**src/rtl/id_ex_operand_stage_if.sv**
```systemverilog
// ID/EX operand stage bundle: hazard controls, ID operands, MEM/WB forward sources and EX outputs.
// master = surrounding pipeline (drives ID/hazard/forward inputs), slave = the stage itself.
interface id_ex_operand_stage_if #(
   parameter int XLEN   = 32,
   parameter int REG_AW = 5
);
   logic              stall;
   logic              flush;
   logic              id_valid;
   logic [XLEN-1:0]   id_rs1_data;
   logic [XLEN-1:0]   id_rs2_data;
   logic [XLEN-1:0]   id_imm;
   logic [REG_AW-1:0] id_rs1;
   logic [REG_AW-1:0] id_rs2;
   logic [REG_AW-1:0] id_rd;
   logic              id_alu_src;
   logic [2:0]        id_alu_ctrl;
   logic              id_reg_write;
   logic [REG_AW-1:0] mem_rd;
   logic              mem_reg_write;
   logic [XLEN-1:0]   mem_result;
   logic [REG_AW-1:0] wb_rd;
   logic              wb_reg_write;
   logic [XLEN-1:0]   wb_result;
   logic              ex_valid;
   logic [XLEN-1:0]   alu_a;
   logic [XLEN-1:0]   alu_b;
   logic [2:0]        alu_ctrl;
   logic [XLEN-1:0]   ex_store_data;
   logic [REG_AW-1:0] ex_rd;
   logic              ex_reg_write;

   modport master (
      output stall, flush, id_valid, id_rs1_data, id_rs2_data, id_imm,
             id_rs1, id_rs2, id_rd, id_alu_src, id_alu_ctrl, id_reg_write,
             mem_rd, mem_reg_write, mem_result, wb_rd, wb_reg_write, wb_result,
      input  ex_valid, alu_a, alu_b, alu_ctrl, ex_store_data, ex_rd, ex_reg_write
   );

   modport slave (
      input  stall, flush, id_valid, id_rs1_data, id_rs2_data, id_imm,
             id_rs1, id_rs2, id_rd, id_alu_src, id_alu_ctrl, id_reg_write,
             mem_rd, mem_reg_write, mem_result, wb_rd, wb_reg_write, wb_result,
      output ex_valid, alu_a, alu_b, alu_ctrl, ex_store_data, ex_rd, ex_reg_write
   );
endinterface

```
**src/rtl/id_ex_operand_stage.sv**
```systemverilog
// ID/EX register + EX operand forwarding (MEM beats WB, rd 0 never forwards); 1-cycle latency,
// stall holds / flush bubbles, no other backpressure. Forwarding only when EX_FORWARD_EN is defined.
module id_ex_operand_stage #(
   parameter int XLEN   = 32,
   parameter int REG_AW = 5
) (
   input logic                  clk,
   input logic                  rst,
   id_ex_operand_stage_if.slave bus
);
   logic              vld_q;
   logic [XLEN-1:0]   rs1_data_q;
   logic [XLEN-1:0]   rs2_data_q;
   logic [XLEN-1:0]   imm_q;
   logic [REG_AW-1:0] rs1_q;
   logic [REG_AW-1:0] rs2_q;
   logic [REG_AW-1:0] rd_q;
   logic              alu_src_q;
   logic [2:0]        alu_ctrl_q;
   logic              reg_write_q;

   always_ff @(posedge clk) begin
      if (rst || bus.flush) begin
         vld_q       <= 1'b0;
         rs1_data_q  <= '0;
         rs2_data_q  <= '0;
         imm_q       <= '0;
         rs1_q       <= '0;
         rs2_q       <= '0;
         rd_q        <= '0;
         alu_src_q   <= 1'b0;
         alu_ctrl_q  <= 3'b000;
         reg_write_q <= 1'b0;
      end else if (!bus.stall) begin
         vld_q       <= bus.id_valid;
         rs1_data_q  <= bus.id_rs1_data;
         rs2_data_q  <= bus.id_rs2_data;
         imm_q       <= bus.id_imm;
         rs1_q       <= bus.id_rs1;
         rs2_q       <= bus.id_rs2;
         rd_q        <= bus.id_rd;
         alu_src_q   <= bus.id_alu_src;
         alu_ctrl_q  <= bus.id_alu_ctrl;
         reg_write_q <= bus.id_reg_write & bus.id_valid;
      end
   end

   logic [XLEN-1:0] fwd_rs1;
   logic [XLEN-1:0] fwd_rs2;

`ifdef EX_FORWARD_EN
   logic mem_hit1, mem_hit2, wb_hit1, wb_hit2;

   always_comb begin
      mem_hit1 = bus.mem_reg_write && (bus.mem_rd != '0) && (bus.mem_rd == rs1_q);
      mem_hit2 = bus.mem_reg_write && (bus.mem_rd != '0) && (bus.mem_rd == rs2_q);
      wb_hit1  = bus.wb_reg_write  && (bus.wb_rd  != '0) && (bus.wb_rd  == rs1_q);
      wb_hit2  = bus.wb_reg_write  && (bus.wb_rd  != '0) && (bus.wb_rd  == rs2_q);

      fwd_rs1 = rs1_data_q;
      if (mem_hit1)     fwd_rs1 = bus.mem_result;
      else if (wb_hit1) fwd_rs1 = bus.wb_result;

      fwd_rs2 = rs2_data_q;
      if (mem_hit2)     fwd_rs2 = bus.mem_result;
      else if (wb_hit2) fwd_rs2 = bus.wb_result;
   end
`else
   // Without forwarding the hazard unit stalls every RAW hazard, so these are dead inputs.
   logic unused_fwd_srcs;
   assign unused_fwd_srcs = ^{rs1_q, rs2_q, bus.mem_rd, bus.mem_reg_write, bus.mem_result,
                              bus.wb_rd, bus.wb_reg_write, bus.wb_result};

   always_comb begin
      fwd_rs1 = rs1_data_q;
      fwd_rs2 = rs2_data_q;
   end
`endif

   assign bus.ex_valid      = vld_q;
   assign bus.alu_a         = fwd_rs1;
   assign bus.alu_b         = alu_src_q ? imm_q : fwd_rs2;
   assign bus.alu_ctrl      = alu_ctrl_q;
   assign bus.ex_store_data = fwd_rs2;
   assign bus.ex_rd         = rd_q;
   assign bus.ex_reg_write  = reg_write_q & vld_q;
endmodule
```
**src/flat_wrapper.sv**
```systemverilog
// flat-port wrapper written by rule: the top's interface ports become plain ports
module id_ex_operand_stage_flat 
#(
   parameter int XLEN   = 32,
   parameter int REG_AW = 5
)
  (clk, rst, bus_stall, bus_flush, bus_id_valid, bus_id_rs1_data, bus_id_rs2_data, bus_id_imm, bus_id_rs1, bus_id_rs2, bus_id_rd, bus_id_alu_src, bus_id_alu_ctrl, bus_id_reg_write, bus_mem_rd, bus_mem_reg_write, bus_mem_result, bus_wb_rd, bus_wb_reg_write, bus_wb_result, bus_ex_valid, bus_alu_a, bus_alu_b, bus_alu_ctrl, bus_ex_store_data, bus_ex_rd, bus_ex_reg_write);
  id_ex_operand_stage_if #(.XLEN(XLEN), .REG_AW(REG_AW)) bus_i ();
  input logic clk;
  input logic rst;
  input wire logic [$bits(bus_i.stall)-1:0] bus_stall;
  input wire logic [$bits(bus_i.flush)-1:0] bus_flush;
  input wire logic [$bits(bus_i.id_valid)-1:0] bus_id_valid;
  input wire logic [$bits(bus_i.id_rs1_data)-1:0] bus_id_rs1_data;
  input wire logic [$bits(bus_i.id_rs2_data)-1:0] bus_id_rs2_data;
  input wire logic [$bits(bus_i.id_imm)-1:0] bus_id_imm;
  input wire logic [$bits(bus_i.id_rs1)-1:0] bus_id_rs1;
  input wire logic [$bits(bus_i.id_rs2)-1:0] bus_id_rs2;
  input wire logic [$bits(bus_i.id_rd)-1:0] bus_id_rd;
  input wire logic [$bits(bus_i.id_alu_src)-1:0] bus_id_alu_src;
  input wire logic [$bits(bus_i.id_alu_ctrl)-1:0] bus_id_alu_ctrl;
  input wire logic [$bits(bus_i.id_reg_write)-1:0] bus_id_reg_write;
  input wire logic [$bits(bus_i.mem_rd)-1:0] bus_mem_rd;
  input wire logic [$bits(bus_i.mem_reg_write)-1:0] bus_mem_reg_write;
  input wire logic [$bits(bus_i.mem_result)-1:0] bus_mem_result;
  input wire logic [$bits(bus_i.wb_rd)-1:0] bus_wb_rd;
  input wire logic [$bits(bus_i.wb_reg_write)-1:0] bus_wb_reg_write;
  input wire logic [$bits(bus_i.wb_result)-1:0] bus_wb_result;
  output wire logic [$bits(bus_i.ex_valid)-1:0] bus_ex_valid;
  output wire logic [$bits(bus_i.alu_a)-1:0] bus_alu_a;
  output wire logic [$bits(bus_i.alu_b)-1:0] bus_alu_b;
  output wire logic [$bits(bus_i.alu_ctrl)-1:0] bus_alu_ctrl;
  output wire logic [$bits(bus_i.ex_store_data)-1:0] bus_ex_store_data;
  output wire logic [$bits(bus_i.ex_rd)-1:0] bus_ex_rd;
  output wire logic [$bits(bus_i.ex_reg_write)-1:0] bus_ex_reg_write;
  assign bus_i.stall = bus_stall;
  assign bus_i.flush = bus_flush;
  assign bus_i.id_valid = bus_id_valid;
  assign bus_i.id_rs1_data = bus_id_rs1_data;
  assign bus_i.id_rs2_data = bus_id_rs2_data;
  assign bus_i.id_imm = bus_id_imm;
  assign bus_i.id_rs1 = bus_id_rs1;
  assign bus_i.id_rs2 = bus_id_rs2;
  assign bus_i.id_rd = bus_id_rd;
  assign bus_i.id_alu_src = bus_id_alu_src;
  assign bus_i.id_alu_ctrl = bus_id_alu_ctrl;
  assign bus_i.id_reg_write = bus_id_reg_write;
  assign bus_i.mem_rd = bus_mem_rd;
  assign bus_i.mem_reg_write = bus_mem_reg_write;
  assign bus_i.mem_result = bus_mem_result;
  assign bus_i.wb_rd = bus_wb_rd;
  assign bus_i.wb_reg_write = bus_wb_reg_write;
  assign bus_i.wb_result = bus_wb_result;
  assign bus_ex_valid = bus_i.ex_valid;
  assign bus_alu_a = bus_i.alu_a;
  assign bus_alu_b = bus_i.alu_b;
  assign bus_alu_ctrl = bus_i.alu_ctrl;
  assign bus_ex_store_data = bus_i.ex_store_data;
  assign bus_ex_rd = bus_i.ex_rd;
  assign bus_ex_reg_write = bus_i.ex_reg_write;
  id_ex_operand_stage #(.XLEN(XLEN), .REG_AW(REG_AW)) u_core (.clk(clk), .rst(rst), .bus(bus_i));
endmodule
```
**config.mk**
```make
export PLATFORM = sky130hd
export DESIGN_NAME = id_ex_operand_stage_flat
export DESIGN_NICKNAME = d
export VERILOG_FILES = /design/src/rtl/id_ex_operand_stage_if.sv /design/src/rtl/id_ex_operand_stage.sv /design/src/flat_wrapper.sv
export SDC_FILE = /design/constraint.sdc
export NUM_CORES = 1
export LEC_CHECK = 0
export ABC_AREA = 0
export CAP_MARGIN = 25
export CORE_AREA = 2 2 118 120
export DETAILED_ROUTE_END_ITERATION = 16
export DIE_AREA = 0 0 120 122
export DONT_BUFFER_PORTS = 1
export GPL_TIMING_DRIVEN = 0
export PLACE_DENSITY = 0.47
export SLEW_MARGIN = 20
export SYNTH_ARGS = -nofsm -noshare
export SYNTH_HDL_FRONTEND = slang
export SYNTH_SLANG_ARGS = --single-unit
```
**constraint.sdc**
```tcl
create_clock -name clk -period 1.3 [get_ports clk]
set_clock_uncertainty 0.05 [all_clocks]
set_input_delay 0.13 -clock clk [delete_from_list [all_inputs] [get_ports clk]]
set_output_delay 0.13 -clock clk [all_outputs]
set_load 0.1 [all_outputs]
```
==> flow_metrics.tcl, run 1 <==
set metrics [dict create \
    clock_latency_ps 340 \
    ioPinCount 303 \
    synthTopCellsByCount "dfxtp_1 (107), mux2i_1 (106), nor2_1 (106), mux2_2 (32), buf_2 (12)" \
    clock_path_buffers 2 \
    combinationalPowerShare 0.144 \
    gr-total-overflow 0 \
    dr.first_iter.drc_count 115 \
    fill_cells 1244 \
    finalCritPeriodShare 1.23 \
    yosysWarnings 0 \
    hold_path_class "input port to register" \
    synth_area_sq_mm 0.00417 \
    path_class "register to output port" \
    synth-seq-area-share 0.513 \
    gr-usage-all-layers 0.152 \
    synth_ff_type "dfxtp_1" \
    setup_tns_ps -9450 \
    tightest_slew_ps 547 \
    rsz0062_at_grt "true" \
    maxSlewHeadroom 0.635 \
    power_density_mw_per_mm2 1240 \
    cts.clk_slew.worst_paths_ps 70 \
    die_area_sq_mm 0.0146 \
    grt_start_max_net_pins 17 \
    p_int_w 0.00520 \
    yosysTopAreaCellShare 0.513 \
    ys_seq_elements 107 \
    cp-start-kind "register" \
    rr_worst_depth 2 \
    cts_made_buffers 9 \
    clock-root-buffer "clkbuf_16" \
    cp-end-kind "output port" \
    total_power_w 0.00761 \
    status "finished, violations left" \
    postSynthCellCount 384 \
    grt_pass1_wl_mm 17.2 \
    yosys-top-cells-area "dfxtp_1 (51%), mux2i_1 (25%), nor2_1 (9.5%)" \
    hold_ws_ps 235 \
    htreeDepth 3 \
    die_x_um 120 \
    switchingPower_w 0.00240 \
    maxCapViolCount 0 \
    synth_cell_types 13 \
    switching_share 0.316 \
    wl_per_cell_um 16.2 \
    core_sq_mm 0.0135 \
    synth_edf_count 0 \
    final_util 0.455 \
    wl_mm 11.2 \
    drtPass1Iterations 4 \
    num_antenna_cells 0 \
    antenna_found_initial 0 \
    setup_slack_ps -305 \
    power.share.sequential 0.521 \
    die_h_um 122 \
    dp_hpwl_mm 7.57 \
    initial_core_util 0.309 \
    synth-async-reset-ratio 0 \
    drive_gt1_frac 0.284 \
    grt_pass1_vias 3377 \
    cts.sinks 107 \
    p_leak_nw 2.62 \
    holdPathStages 4 \
    cts_tree "yes" \
    path_max_fanout 10 \
    syn_nets 581 \
    drc 0 \
    viasPerCell 4.56 \
    postRouteAntennaNets 0 \
    violations "negative setup slack" \
    synth_area_leader_cell "dfxtp_1" \
    synth.most_common_cell "dfxtp_1" \
    power.share.clock 0.335 \
    arrival_ps 1430 \
    final_max_slew_viol_count 0 \
    min_period_ps 1610 \
    dp_worst_setup_slack_ps -178 \
    nNetsFinal 703 \
    peakVddDrop_uv 634 \
    port_buffers 0 \
    synthToLayoutAreaGrowth_pct 47.3 \
    max_freq_ghz 0.623 \
    syn_area_per_cell_sq_um 10.9 \
    setup_violations 33 \
    finalHoldViolCount 0 \
    rows 43 \
    place_congestion 0.672 \
    worstPathRequired_ps 1120 \
    vias 3146 \
]
==> final cells by class <==
type / instances / area (sq um) / area share
Buffer: 28 / 244 / 0.0397
Clock buffer: 12 / 246 / 0.0401
Clock inverter: 3 / 23.8 / 0.00387
Multi-Input combinational cell: 249 / 1970 / 0.320
Sequential cell: 107 / 2320 / 0.377
Tap cell: 180 / 225 / 0.0366
Timing Repair Buffer: 111 / 1120 / 0.183
==> per-stage QoR <==
| stage | instances | instance area, sq um |
|---|---|---|
| floorplan | 384 | 4390 |
| global placement | 564 | 4620 |
| detailed placement | 564 | 4620 |
| CTS | 689 | 6120 |
| global route | 690 | 6150 |
| finish | 690 | 6150 |
==> power groups by stage <==
stage	clock network, W	logic [W]	registers, W
after floorplan	0	0.000720	0.00406
after global placement	0	0.000801	0.00409
after detailed placement	0	0.000817	0.00409
after CTS	0.00266	0.00110	0.00396
after global routing	0.00280	0.00117	0.00398
final	0.00254	0.00110	0.00396
==> state kept, by name (all words and copies together), names as in the netlist <==
| name | cells |
|---|---|
| u_core.alu_src_q | 1 |
| u_core.bus.alu_a | 32 |
| u_core.reg_write_q | 1 |
| u_core.bus.ex_rd | 5 |
| u_core.bus.alu_ctrl | 3 |
| u_core.bus.ex_store_data | 32 |
| u_core.bus.ex_valid | 1 |
| u_core.imm_q | 32 |
==> critical path, cell delays in order, from the launching register on <==
cell,delay (ps)
dfxtp_2,340
buf_12,140
buf_12,150
mux2_4,440
==> layout by cell type, fill, tap and decap left out <==
master / Yosys / layout
mux2i_1: 106 / 106
clkbuf_1: 7 / 9
mux2_4: 0 / 32
buf_6: 8 / 9
dfxtp_1: 107 / 33
clkbuf_8: 0 / 1
nand3b_1: 1 / 1
dlygate4sd3_1: 0 / 107
dfxtp_4: 0 / 33
clkinvlp_4: 0 / 2
clkbuf_16: 0 / 10
buf_4: 1 / 3
nor2_1: 106 / 106
buf_2: 12 / 8
nand2_1: 1 / 1
dfxtp_2: 0 / 41
a21oi_1: 1 / 1
or2_1: 1 / 1
buf_12: 0 / 4
and2_4: 0 / 1
inv_6: 0 / 1
==> what timing repair did <==
| action | CTS | global route |
|---|---|---|
| hold endpoints to repair | 107 | 0 |
| endpoints found under the setup margin | 33 | 33 |
| gates cloned | 0 | 1 |
| resized for setup | 49 | 1 |
| buffers inserted | 3 | 0 |
| hold buffers | 107 | 0 |
==> kinds of logic after synthesis <==
family,after synthesis,synth area share
AND/OR/NAND/NOR,110,0.101
flip-flops,107,0.513
buffers and inverters,28,0.0441
AO/OA/AOI/OAI,1,0.00120
multiplexers,138,0.341
==> path summary, 6_finish.rpt <==
check                       startpoint  slack (ps)                    to
setup / recovery      u_core.alu_src_q        -310         bus_alu_b[16]
hold / removal                     rst         240   u_core.bus.ex_rd[4]
setup reg to reg  u_core.bus.alu_a[25]         230  u_core.bus.alu_a[25]
hold reg to reg     u_core.reg_write_q         420    u_core.reg_write_q
==> per-layer routing <==
metal / part of all wire / routed length, um / global-route usage / vias to the layer above
met3: 0.090 / 1010 / 0.0538 / 11
met4: 0.016 / 174 / 0.0618 / 0
met2: 0.48 / 5340 / 0.261 / 148
met5: 0 / 0 / 0 / -
li1: - / - / - / 1532
met1: 0.42 / 4680 / 0.171 / 1455
No activity file was read; power rests on OpenSTA's default activity.
==> run 2: changes to the inputs <==
- SLEW_MARGIN: 20 -> not set
==> results of run 2 <==
Final layout, timing and power as in run 1 (identical DEF).
